$ cat src/rtl/urna_multicandidato.sv
// urna_multicandidato: multi-candidate ballot box with BCD code entry.
// Optional: define BLANK_VOTE_EN to count code 0 in a separate blank total.
module urna_multicandidato #(
    parameter int NUM_CAND   = 4,
    parameter int NUM_DIGITS = 2,
    parameter int CNT_W      = 8
) (
    input  logic                      clk,
    input  logic                      rst,
    input  logic                      start,
    input  logic [3:0]                digit,
    input  logic                      valid,
    input  logic                      swap,
    input  logic                      confirm,
    input  logic                      finish,
    output logic [1:0]                vote_status,
    output logic [4*NUM_DIGITS-1:0]   entry_code,
    output logic [NUM_CAND*CNT_W-1:0] total_cand,
    output logic [CNT_W-1:0]          total_null,
    output logic [CNT_W-1:0]          total_blank,
    output logic [2:0]                state_o,
    output logic                      sat
);
    localparam int VAL_W = 4*NUM_DIGITS;
    localparam logic [CNT_W-1:0] MAX = '1;

    typedef enum logic [2:0] {
        FECHADA   = 3'd0,
        AGUARDA   = 3'd1,
        DIGITANDO = 3'd2,
        CONFIRMA  = 3'd3,
        ENCERRADA = 3'd4
    } state_t;

    state_t           state_q, state_d;
    logic [VAL_W-1:0] entry_q, entry_d;
    logic [1:0]       cnt_q, cnt_d;
    logic [1:0]       status_q, status_d;
    logic [CNT_W-1:0] cand_q [NUM_CAND];
    logic [CNT_W-1:0] cand_d [NUM_CAND];
    logic [CNT_W-1:0] null_q, null_d;
    logic             sat_q, sat_d;
    logic [VAL_W-1:0] val;
    logic             is_open;
    logic             hit;
`ifdef BLANK_VOTE_EN
    logic [CNT_W-1:0] blank_q, blank_d;
`endif

    assign is_open = (state_q == AGUARDA) || (state_q == DIGITANDO) ||
                     (state_q == CONFIRMA);

    // Decimal value of the entry, first digit most significant
    always_comb begin
        val = '0;
        for (int k = NUM_DIGITS-1; k >= 0; k--)
            val = VAL_W'(val * VAL_W'(10)) + VAL_W'(entry_q[k*4 +: 4]);
    end

    // Next state, entry and counters; priority finish > start > swap > confirm > valid
    always_comb begin
        state_d  = state_q;
        entry_d  = entry_q;
        cnt_d    = cnt_q;
        status_d = 2'b00;
        null_d   = null_q;
        sat_d    = sat_q;
        hit      = 1'b0;
        for (int i = 0; i < NUM_CAND; i++) cand_d[i] = cand_q[i];
`ifdef BLANK_VOTE_EN
        blank_d  = blank_q;
`endif
        if (is_open && finish) begin
            state_d = ENCERRADA;
            entry_d = '0;
            cnt_d   = '0;
        end else if (!is_open && start) begin
            state_d = AGUARDA;
            entry_d = '0;
            cnt_d   = '0;
            null_d  = '0;
            sat_d   = 1'b0;
            for (int i = 0; i < NUM_CAND; i++) cand_d[i] = '0;
`ifdef BLANK_VOTE_EN
            blank_d = '0;
`endif
        end else if (is_open && swap) begin
            state_d  = AGUARDA;
            entry_d  = '0;
            cnt_d    = '0;
            status_d = 2'b10;
        end else if (state_q == CONFIRMA && confirm) begin
            state_d  = AGUARDA;
            entry_d  = '0;
            cnt_d    = '0;
            status_d = 2'b01;
            for (int i = 0; i < NUM_CAND; i++) begin
                if (val == VAL_W'(i+1)) begin
                    hit = 1'b1;
                    if (cand_q[i] != MAX) begin
                        cand_d[i] = cand_q[i] + 1'b1;
                        sat_d = sat_q | (cand_d[i] == MAX);
                    end
                end
            end
            if (!hit) begin
`ifdef BLANK_VOTE_EN
                if (val == '0) begin
                    if (blank_q != MAX) begin
                        blank_d = blank_q + 1'b1;
                        sat_d = sat_q | (blank_d == MAX);
                    end
                end else if (null_q != MAX) begin
                    null_d = null_q + 1'b1;
                    sat_d = sat_q | (null_d == MAX);
                end
`else
                if (null_q != MAX) begin
                    null_d = null_q + 1'b1;
                    sat_d = sat_q | (null_d == MAX);
                end
`endif
            end
        end else if ((state_q == AGUARDA || state_q == DIGITANDO) && valid) begin
            if (digit > 4'd9) begin
                status_d = 2'b11;
            end else begin
                for (int k = 0; k < NUM_DIGITS; k++)
                    if (cnt_q == 2'(k))
                        entry_d[(NUM_DIGITS-1-k)*4 +: 4] = digit;
                cnt_d   = cnt_q + 2'd1;
                state_d = (cnt_q == 2'(NUM_DIGITS-1)) ? CONFIRMA : DIGITANDO;
            end
        end
    end

    // State and counter registers with synchronous reset
    always_ff @(posedge clk) begin
        if (rst) begin
            state_q  <= FECHADA;
            entry_q  <= '0;
            cnt_q    <= '0;
            status_q <= 2'b00;
            null_q   <= '0;
            sat_q    <= 1'b0;
            for (int i = 0; i < NUM_CAND; i++) cand_q[i] <= '0;
`ifdef BLANK_VOTE_EN
            blank_q  <= '0;
`endif
        end else begin
            state_q  <= state_d;
            entry_q  <= entry_d;
            cnt_q    <= cnt_d;
            status_q <= status_d;
            null_q   <= null_d;
            sat_q    <= sat_d;
            for (int i = 0; i < NUM_CAND; i++) cand_q[i] <= cand_d[i];
`ifdef BLANK_VOTE_EN
            blank_q  <= blank_d;
`endif
        end
    end

    for (genvar g = 0; g < NUM_CAND; g++) begin : g_tot
        assign total_cand[g*CNT_W +: CNT_W] = cand_q[g];
    end

`ifdef BLANK_VOTE_EN
    assign total_blank = blank_q;
`else
    assign total_blank = '0;
`endif
    assign vote_status = status_q;
    assign entry_code  = entry_q;
    assign total_null  = null_q;
    assign state_o     = state_q;
    assign sat         = sat_q;

endmodule

$ cat config.mk
export PLATFORM = sky130hd
export DESIGN_NAME = urna_multicandidato
export DESIGN_NICKNAME = d
export VERILOG_FILES = /design/src/rtl/urna_multicandidato.sv
export SDC_FILE = /design/constraint.sdc
export NUM_CORES = 1
export LEC_CHECK = 0
export ABC_AREA = 0
export CORE_MARGIN = 2
export CORE_UTILIZATION = 47
export CTS_BUF_LIST = sky130_fd_sc_hd__clkbuf_16
export DETAILED_ROUTE_END_ITERATION = 8
export MAX_ROUTING_LAYER = met4
export PLACE_DENSITY = 0.82
export SYNTH_ARGS = -nofsm -noshare
export SYNTH_HDL_FRONTEND = slang
export SYNTH_SLANG_ARGS = --single-unit
$ cat constraint.sdc
create_clock -name clk -period 2.71 [get_ports clk]
set_input_delay 0.542 -clock clk [delete_from_list [all_inputs] [get_ports clk]]
set_output_delay 0.542 -clock clk [all_outputs]
set_load 0.01 [all_outputs]
Yosys cells after proc, flatten, opt, wreduce, memory -nomap -nowiden
Memory sizes are Yosys's and may differ from the RTL's.
Index checks and enable logic that the tools add are counted.
{ "word_totals": {"ff_bits": 24, "ram_bits": 32, "input_bits": 11, "output_inout_bits": 62, "word_cells": 137, "memories": 1} }
{ "op_classes": {"addsub": 7, "n_mul": 1, "magnitude_cmp": 1, "eq_ne": 22, "n_mux": 60, "n_bitwise": 11, "reduce_logical": 24} }
{ "mem_list": {"columns": ["name", "words", "width", "rd", "rd_ports_with_merged_regs", "write_ports", "line", "rtl"], "rows": [
  ["cand_q", 4, 8, 4, 0, 4, "39", "logic [CNT_W-1:0] cand_q [NUM_CAND];"]
]} }
{ "op_table": {"columns": ["cell", "n"], "rows": [
  ["$mux W8", 17],
  ["$mux W32", 4],
  ["$add A8 B1 Y8 const B", 5],
  ["$eq A8 B8 Y1 const B", 5],
  ["$ne A8 B8 Y1 const B", 5],
  ["$mux W1", 29],
  ["$mux W3", 6],
  ["$eq A8 B2 Y1 const B", 2],
  ["$or A1 B1 Y1", 9],
  ["$reduce_and A3 Y1", 3],
  ["$add A8 B4 Y8", 1],
  ["$eq A8 B1 Y1 const B", 1],
  ["$eq A8 B3 Y1 const B", 1],
  ["$mux W2", 4],
  ["$mul A4 B3 Y7 const B", 1],
  ["$eq A3 B2 Y1 const B", 2],
  ["$reduce_and A2 Y1", 3],
  ["$logic_and A1 B1 Y1", 5],
  ["$ne A5 B5 Y1 const B", 1],
  ["$reduce_and A5 Y1", 1],
  ["$reduce_bool A5 Y1", 1],
  ["$reduce_or A5 Y1", 1],
  ["$gt A4 B4 Y1 const B", 1],
  ["$ne A2 B2 Y1 const B", 2],
  ["other kinds (13)", 16]
]} }

Depth between registers and ports, before layout
Gate-level depths: netlist (run 1).
An unclocked memory read counts as a cell.
{ "logic_depth": {"word_depth": 21, "depth_mapped": 10, "ltp_nobuf": 9} }

Worst setup path after synthesis (run 1)
No wires, ideal clock.
{ "synth_path": {"path_type": "register to register", "start": "register entry_q[7], in the netlist entry_code[7]", "end": "memory cand_q[3][4]", "setup_ns": 0.120, "arrival_ns": 2.844, "required_ns": 2.590, "path_slack_ns": -0.253, "path_stages_with_launch": 11, "n_path_buf": 1, "synth_period_minus_slack_ns": 2.963, "path_cell_list": "dfxtp_1 -> ha_1 -> ha_1 -> fa_1 -> nand3b_1 -> nor4b_4 -> o2bb2ai_2 -> o211ai_2 -> and2_4 -> buf_6 -> a211o_1"} }
{ "synth_rtl": {"columns": ["item", "line", "rtl"], "rows": [
  ["start, declared", "36", "logic [VAL_W-1:0] entry_q, entry_d;"],
  ["start signal, assigned", "152", "entry_q <= entry_d;"],
  ["end, declared", "39", null]
]} }

==> results of run 1 <==
## placed cells by master, fill, tap and decap left out, types with 4 or more instances in the layout
master / count
clkdlybuf4s50_1: 64
dfxtp_1: 53
nand2_1: 42
nand3_1: 27
buf_4: 27
nor2_1: 23
a21oi_1: 20
a21o_1: 18
a21oi_2: 17
ha_1: 17
inv_1: 13
nand2b_1: 11
and3_1: 11
o21ai_0: 9
xor2_1: 8
conb_1: 8
buf_6: 7
xnor2_1: 6
o22ai_1: 6
a31oi_1: 5
or3_1: 5
nand4_1: 5
clkbuf_16: 5
o211ai_1: 4
or2_2: 4
or3_4: 4
## metal layers
metal / GRT usage / vias up
li1: - / 1694
met1: 0.264 / 1705
met2: 0.393 / 158
met3: 0.0327 / 28
met4: 0.0718 / 0
met5: - / -
## per-stage QoR
| step | setup slack [ns] | area (sq um) | power, mW | setup TNS (ns) | util |
|---|---|---|---|---|---|
| after floorplan | -0.0844 | 3540 | 0.978 | -0.132 | - |
| after global placement | -0.0673 | 4390 | 1.03 | -0.813 | 0.609 |
| after detailed placement | -0.181 | 4390 | 1.04 | -2.97 | 0.609 |
| after CTS | -0.123 | 4700 | 1.66 | -2.74 | 0.651 |
| after global routing | -0.274 | 4870 | 1.73 | -8.08 | 0.675 |
| final | -0.183 | 4870 | 1.66 | -4.62 | 0.675 |
## power breakdown
part / switching [mW] / internal (mW) / total [mW]
clock network: 0.287 / 0.337 / 0.623
registers: 0.0120 / 0.829 / 0.841
logic: 0.114 / 0.0852 / 0.199
total: 0.412 / 1.25 / 1.66
## cell families after synthesis
family	Yosys count
and+or+nand+nor	168
AOI/OAI and AO/OA	118
DFF	56
buffers and inverters	27
adders and majority gates	21
xor gates and xnor gates	17
muxes	2
other	1
## cells in the mapped netlist, types with 6 or more instances
cell	number
dfxtp_1	56
nand3_1	27
nor2_1	27
a21oi_1	35
o21ai_0	12
o22ai_1	6
buf_4	9
xor2_1	8
or3_1	8
nand2b_1	11
and3_1	11
ha_1	19
a21o_1	18
xnor2_1	9
inv_1	12
nand2_1	42
## tightest hold or removal path: stages, from the launching register on
cell and delay, ns:
dfxtp_1 0.34, nand2_1 0.06, a21oi_1 0.05
## path summary, 6_finish.rpt
kind,endpoint,slack [ns]
max,cand_q[3][6],-0.18
min reg2reg,entry_code[3],0.49
max reg2reg,cand_q[3][6],-0.18
min,entry_code[3],0.49
## area by class of cell
type,instances,area [sq um]
clock inverter,3,15.0
tap,99,124
inverter,12,45.0
timing repair buffer,98,922
multi-input combinational,335,2510
fill,552,2350
sequential,56,1130
clock buffer,5,125
## flip-flops by register name, summed over array words and instances, names as in the netlist
name         flops
cand_q          32
cnt_q            2
entry_code       8
sat              1
state_o          3
total_null       8
vote_status      2
## what timing repair did
item	4_1_cts	5_1_grt
hold buffers	0	0
hold endpoints to repair	0	0
cloned	0	1
endpoints found under the setup margin	40	41
pin swaps	14	21
buffers inserted	7	4
gates resized for setup	22	35
==> results.toml, run 1 <==
[yosys]
synth_enable_flop_cells = 0
synth_cell_types = 66
synth_xor_area_frac = 0.0429
ys_warn_count = 0
synth_flop_cell = "dfxtp_1"
yosys.area.top_type = "dfxtp_1"
synth_fa_ha_area_frac = 0.0799
syn_area_per_cell_sq_um = 8.47
netlist_instances = 410
synth_seq_area_share = 0.323
synth_compound_area_frac = 0.238
synth_area_sq_mm = 0.00347
yosysTopAreaCellShare = 0.323
synth_top_family_by_area = "simple AND/OR/NAND/NOR gates"
synth.area.mux_share = 0.00576
synth_simple_gate_area_frac = 0.268
async_reset_ff_frac = 0
synthTopCellsByArea = "dfxtp_1 (32%), ha_1 (6.8%), a21oi_1 (5.0%)"
ys_ff_latch = 56

[clock_network]
clockBufferDepth = 2
clock_sinks = 56
cts_root_buffer = "clkbuf_16"
cts_htree_levels = 2
worst_skew_pair.late_latency_ns = 0.29
cts_tree = "done"
numCtsBuffers = 5
path_clk_slew_ns = 0.07

[floorplanning]
fp.dieW_um = 90.0
die_h_um = 90.0
rows = 31
core_area_sq_mm = 0.00721
ioPinCount = 73
initial_utilization = 0.482
die_area_sq_mm = 0.00810

[detailed_routing]
met2_length_mm = 4.97
met3_length_um = 558
wirelength_mm = 9.82
wl_per_cell_um = 16.2
routed.top_layer = "met4"
drc_errors = 0
first_iter_violations = 198
wl_met1_mm = 4.07
drtPass1Iterations = 7
via_count = 3585
ant_nets = 0
detail_route.vias_per_cell = 5.90

[worst_setup_path]
cp-startpoint = "entry_code[7]"
end_kind = "register"
startpoint_type = "register"
crit_type = "register to register"
cp.depth = 11
max_stage_delay_ns = 0.61
crit_chain = "ha_4 > ha_4 > fa_2 > nand3b_1 > nor4b_4 > buf_4 > o2bb2ai_4 > o211ai_1 > buf_4 > a21oi_2 > a21o_1"
crit_slowest_cell = "fa_2"
rr_startpoint = "entry_code[7]"
required_ns = 2.95
crit_arrival_ns = 3.13
critPathMaxFanout = 6
ff2ff_path_depth = 11
path_buf_inv = 2
cpLargestDelayFamily = "adder cells"

[timing]
skew_ns = 0.00775
hold_slack_ns = 0.493
max_freq_mhz = 346
fin_crit_ns = 2.89
max_slew.worst_pin.slew_ns = 0.644
period_share = 1.07
grt_setup_unrepaired = "true"
relSlewSlack = 0.569
setup_ws_ns = -0.183
setup_viol = 40
hold_viol_final = 0
slew_violations = 0

[global_routing]
antenna_found_initial = 0
grt_usage = 0.223
grt_overflow = 0
grt_first_pass_wirelength_mm = 14.9
grt_max_degree = 17
first_global_vias = 3278

[hold_path]
min_from = "entry_code[3]"
hold_class = "register to register"
hold_depth = 2

[power_and_ir_drop]
vdd_drop_max_mv = 0.269
powerDensity_mw_per_mm2 = 342
power_leakage_nw = 1.85

[job]
maxCapViolations = 0

[placed_design]
gp_congestion = 0.883
dp_cells = 589
hpwl_mm = 6.44
io_buffer_count = 64

[layout]
diodes = 0
final_net_count = 540
drive_above_1_share = 0.214
instances_no_fill = 608
layout-area-overhead-vs-synth_pct = 40.1

[outcome]
outcome = "complete, but fails checks"
violations = "setup timing"
(Power assumes the default switching activity.)
==> run 2: changes to the inputs <==
- CELL_PAD_IN_SITES_DETAIL_PLACEMENT: unset -> 0
- CELL_PAD_IN_SITES_GLOBAL_PLACEMENT: unset -> 1
- CORE_UTILIZATION: 47 -> 34
- HOLD_SLACK_MARGIN: unset -> 0.03
- PLACE_DENSITY: 0.82 -> 0.81
- SLEW_MARGIN: unset -> 20
==> results.toml, run 2 (same netlist as run 1, synthesis figures left out) <==
[power_and_ir_drop]
power_mw = 1.66
power_leakage_nw = 1.79
vdd_drop_max_mv = 0.262
powerDensity_mw_per_mm2 = 350

[layout]
largest_reg_flops = 32
top_register = "cand_q"
final_cell_mix = "clkdlybuf4s50_1 (64), dfxtp_1 (53), nand2_1 (42)"
drive_above_1_share = 0.167
diodes = 0
final_util = 0.481
layout-area-overhead-vs-synth_pct = 36.6
final_common_cell = "clkdlybuf4s50_1"
final_net_count = 534

[global_routing]
grt_max_degree = 17
grt_first_pass_wirelength_mm = 15.0
grt_overflow = 0
first_global_vias = 3214
antenna_found_initial = 0
grt_usage = 0.165

[timing]
slew_violations = 0
period_share = 1.05
setup_ws_ns = -0.131
hold_slack_ns = 0.500
fin_crit_ns = 2.84
skew_ns = 0.00921
grt_setup_unrepaired = "true"
setup-tns-final_ns = -1.89
setup_viol = 31
relSlewSlack = 0.567
max_slew.worst_pin.slew_ns = 0.650
max_freq_mhz = 352
hold_viol_final = 0

[worst_setup_path]
cp-endpoint = "cand_q[2][4]"
startpoint_type = "register"
r2r-end = "cand_q[2][4]"
crit_arrival_ns = 3.08
critPathMaxFanout = 6
rr_startpoint = "entry_code[7]"
required_ns = 2.95
cp-startpoint = "entry_code[7]"
ff2ff_path_depth = 9
crit_type = "register to register"
reg2reg_setup_slack_ns = -0.13
end_kind = "register"

[placed_design]
post-place-ws_ns = -0.164
gp_congestion = 0.807
io_buffer_count = 64
hpwl_mm = 6.64

[floorplanning]
initial_utilization = 0.352
rows = 36
ioPinCount = 73
die_h_um = 105
core_area_sq_mm = 0.00986
die_area_sq_mm = 0.0110
fp.dieW_um = 105

[detailed_routing]
wirelength_mm = 8.79
met3_length_um = 365
first_iter_violations = 86
met2_length_mm = 4.21
wl_per_cell_um = 13.8
routed.top_layer = "met4"
detail_route.vias_per_cell = 5.27
wl_met1_mm = 4.14
via_count = 3351
drtPass1Iterations = 4
ant_nets = 0
drc_errors = 0

[clock_network]
worst_skew_pair.late_latency_ns = 0.29
ctsHoldBuffers = 0
cts_root_buffer = "clkbuf_16"
path_clk_slew_ns = 0.07
clockBufferDepth = 2
cts_htree_levels = 2
clock_sinks = 56
cts_tree = "done"
numCtsBuffers = 5

[job]
maxCapViolations = 0

[outcome]
violations = "setup timing"
outcome = "complete, but fails checks"

[hold_path]
hold_class = "register to register"
run 2: worst max-delay path, stage by stage (launching register included):
cell and delay, ns:
dfxtp_4 0.35, ha_4 0.24, ha_4 0.16, fa_2 0.49
nor3_2 0.24, a31oi_4 0.06, or3_4 0.39, a2111o_1 0.54
nor3b_2 0.21, a21o_1 0.10
run 2: power by group:
part           internal [mW]  switching [mW]  total, mW
clock                  0.339           0.294      0.633
combinational         0.0813           0.106      0.188
sequential             0.829          0.0120      0.841
total                   1.25           0.412       1.66
run 2: worst min-delay path by stage:
stage,start,end,slack (ns),depth (start not counted)
finish,entry_code[1],entry_code[1],0.50,2
global placement,cnt_q[1],cnt_q[1],0.47,2
CTS,entry_code[1],entry_code[1],0.50,2
detailed placement,entry_code[1],entry_code[1],0.48,2
floorplan,cnt_q[1],cnt_q[1],0.46,2
global route,cnt_q[1],cnt_q[1],0.52,2
run 2: through the flow:
step,cells,cell area [sq um]
finish,636,4740
global route,636,4740
CTS,635,4710
detailed placement,621,4420
global placement,621,4420
floorplan,417,3540
run 2: area by class of cell:
| type | count | area, sq um |
|---|---|---|
| multi-input combinational | 334 | 2390 |
| sequential | 56 | 1130 |
| timing repair buffer | 93 | 870 |
| fill | 948 | 5120 |
| tap | 133 | 166 |
| clock buffer | 5 | 125 |
| clock inverter | 3 | 16.3 |
| inverter | 12 | 45.0 |
run 2: timing repair:
action / in CTS / in global routing
endpoints found under the setup margin: 40 / 41
setup buffers: 6 / 1
pin swaps: 12 / 6
resized for setup: 22 / 4
run 2: routing by layer:
metal	track usage	vias to the layer above
met1	0.215	1588
li1	-	1677
met2	0.269	77
met5	-	-
met3	0.0274	9
met4	0.0324	0
==> run 3: changes to the inputs <==
- CTS_BUF_LIST: sky130_fd_sc_hd__clkbuf_16 -> unset
- SLEW_MARGIN: 20 -> 15
==> results.toml, run 3 (same netlist as run 1, synthesis figures left out) <==
[worst_setup_path]
end_kind = "register"
crit_chain = "ha_4 > ha_4 > fa_2 > nor3_2 > a31oi_4 > or3_4 > a2111o_1 > nor3b_2 > a21o_1"
ff2ff_path_depth = 9
cp-startpoint = "entry_code[7]"
rr_startpoint = "entry_code[7]"
crit_type = "register to register"
startpoint_type = "register"
reg2reg_setup_slack_ns = -0.14
required_ns = 2.97
crit_arrival_ns = 3.11
crit_slowest_cell = "a2111o_1"
max_stage_delay_ns = 0.55
critPathMaxFanout = 6
crit_top_cell = "ha_4"
cp-endpoint = "cand_q[2][4]"
r2r-end = "cand_q[2][4]"

[timing]
max_slew.worst_pin.slew_ns = 0.641
relSlewSlack = 0.573
skew_ns = 0.0143
grt_setup_unrepaired = "true"
slew_violations = 0
max_freq_mhz = 351
setup_viol = 29
period_share = 1.05
setup-tns-final_ns = -1.93
setup_ws_ns = -0.142
hold_viol_final = 0
hold_slack_ns = 0.510
fin_crit_ns = 2.85

[outcome]
outcome = "complete, but fails checks"
violations = "setup timing"

[layout]
largest_reg_flops = 32
seqCellArea_sq_mm = 0.00113
final_net_count = 533
top_register = "cand_q"
multi_input_area_sq_mm = 0.00240
fill_cells = 955
drive_above_1_share = 0.165
final_common_cell = "clkdlybuf4s50_1"
layout-area-overhead-vs-synth_pct = 34.7
diodes = 0
final_cell_mix = "clkdlybuf4s50_1 (64), dfxtp_1 (53), nand2_1 (42)"
final_area_sq_mm = 0.00468

[detailed_routing]
wirelength_mm = 8.80
detail_route.vias_per_cell = 5.27
wl_per_cell_um = 13.9
first_iter_violations = 114
via_count = 3349
ant_nets = 0
drc_errors = 0
drtPass1Iterations = 4

[placed_design]
place_area_sq_mm = 0.00442
hpwl_mm = 6.64
io_buffer_count = 64
gp_congestion = 0.807

[clock_network]
cts_root_buffer = "clkbuf_8"
cts_tree = "done"
numCtsBuffers = 5
path_clk_slew_ns = 0.10
cts_htree_levels = 2
clock_sinks = 56
worst_skew_pair.late_latency_ns = 0.31
clockBufferDepth = 2

[global_routing]
grt_usage = 0.163
first_global_vias = 3209
grt_use_met1 = 0.212
use_met2 = 0.270
grt_max_degree = 17
top_usage_layer = "met2"
grt_first_pass_wirelength_mm = 14.9
antenna_found_initial = 0
grt_overflow = 0
grtUsageMet3 = 0.0293

[job]
maxCapViolations = 0

[floorplanning]
die_area_sq_mm = 0.0110
fp.dieW_um = 105
core_area_sq_mm = 0.00986
die_h_um = 105
initial_utilization = 0.352
ioPinCount = 73
rows = 36

[hold_path]
hold_class = "register to register"

[power_and_ir_drop]
vdd_drop_max_mv = 0.191
power_leakage_nw = 1.75
powerDensity_mw_per_mm2 = 317
## run 3: area by class of cell
type / count / share of cell area
timing repair buffer: 92 / 0.183
inverter: 12 / 0.00962
sequential: 56 / 0.241
clock inverter: 1 / 0.00187
clock buffer: 7 / 0.0163
multi-input combinational: 334 / 0.512
tap: 133 / 0.0355
## run 3: layer usage
| layer | part of all wire | routed length (um) |
|---|---|---|
| met1 | 0.46 | 4090 |
| met2 | 0.48 | 4260 |
| met3 | 0.044 | 390 |
| met4 | 0.0066 | 58 |
| met5 | 0 | 0 |
## run 3: worst max-delay path, delay by kind of cell, from the launching register on
| kind | cells | cell delay [ns] |
|---|---|---|
| AND/OR/NAND/NOR | 3 | 0.84 |
| AO/OA/AOI/OAI | 3 | 0.71 |
| adder cells (fa/ha/maj) | 3 | 0.89 |
| flip-flops | 1 | 0.36 |
## run 3: where the power goes
group	internal (mW)	total (mW)	leakage [nW]	switching, mW
clock network	0.186	0.457	0.0424	0.271
registers	0.829	0.841	0.454	0.0117
logic	0.0812	0.187	1.25	0.106
## run 3: through the flow
| stage | cells | utilization | total power, mW | worst slack [ns] |
|---|---|---|---|---|
| final | 635 | 0.475 | 1.49 | -0.142 |
| after global routing | 635 | 0.475 | 1.56 | -0.264 |
| after CTS | 635 | 0.472 | 1.50 | -0.145 |
| after global placement | 621 | 0.448 | 1.04 | -0.0802 |
| after floorplan | 417 | - | 0.978 | -0.0844 |
| after detailed placement | 621 | 0.448 | 1.04 | -0.164 |
## run 3: repair_timing
item | CTS | global route
resized for setup | 21 | 4
buffers inserted | 6 | 0
setup endpoints to repair | 40 | 41
hold buffers | 0 | 0
pin swaps | 20 | 5
## run 3: how the worst min path moves through the flow
stage / start / to / slack, ns / depth (start not counted)
2_1_floorplan: cnt_q[1] / cnt_q[1] / 0.46 / 2
3_3_place_gp: cnt_q[1] / cnt_q[1] / 0.47 / 2
3_5_place_dp: entry_code[1] / entry_code[1] / 0.48 / 2
4_1_cts: entry_code[1] / entry_code[1] / 0.50 / 2
5_1_grt: cnt_q[1] / cnt_q[1] / 0.53 / 2
6_report: cnt_q[1] / cnt_q[1] / 0.51 / 2
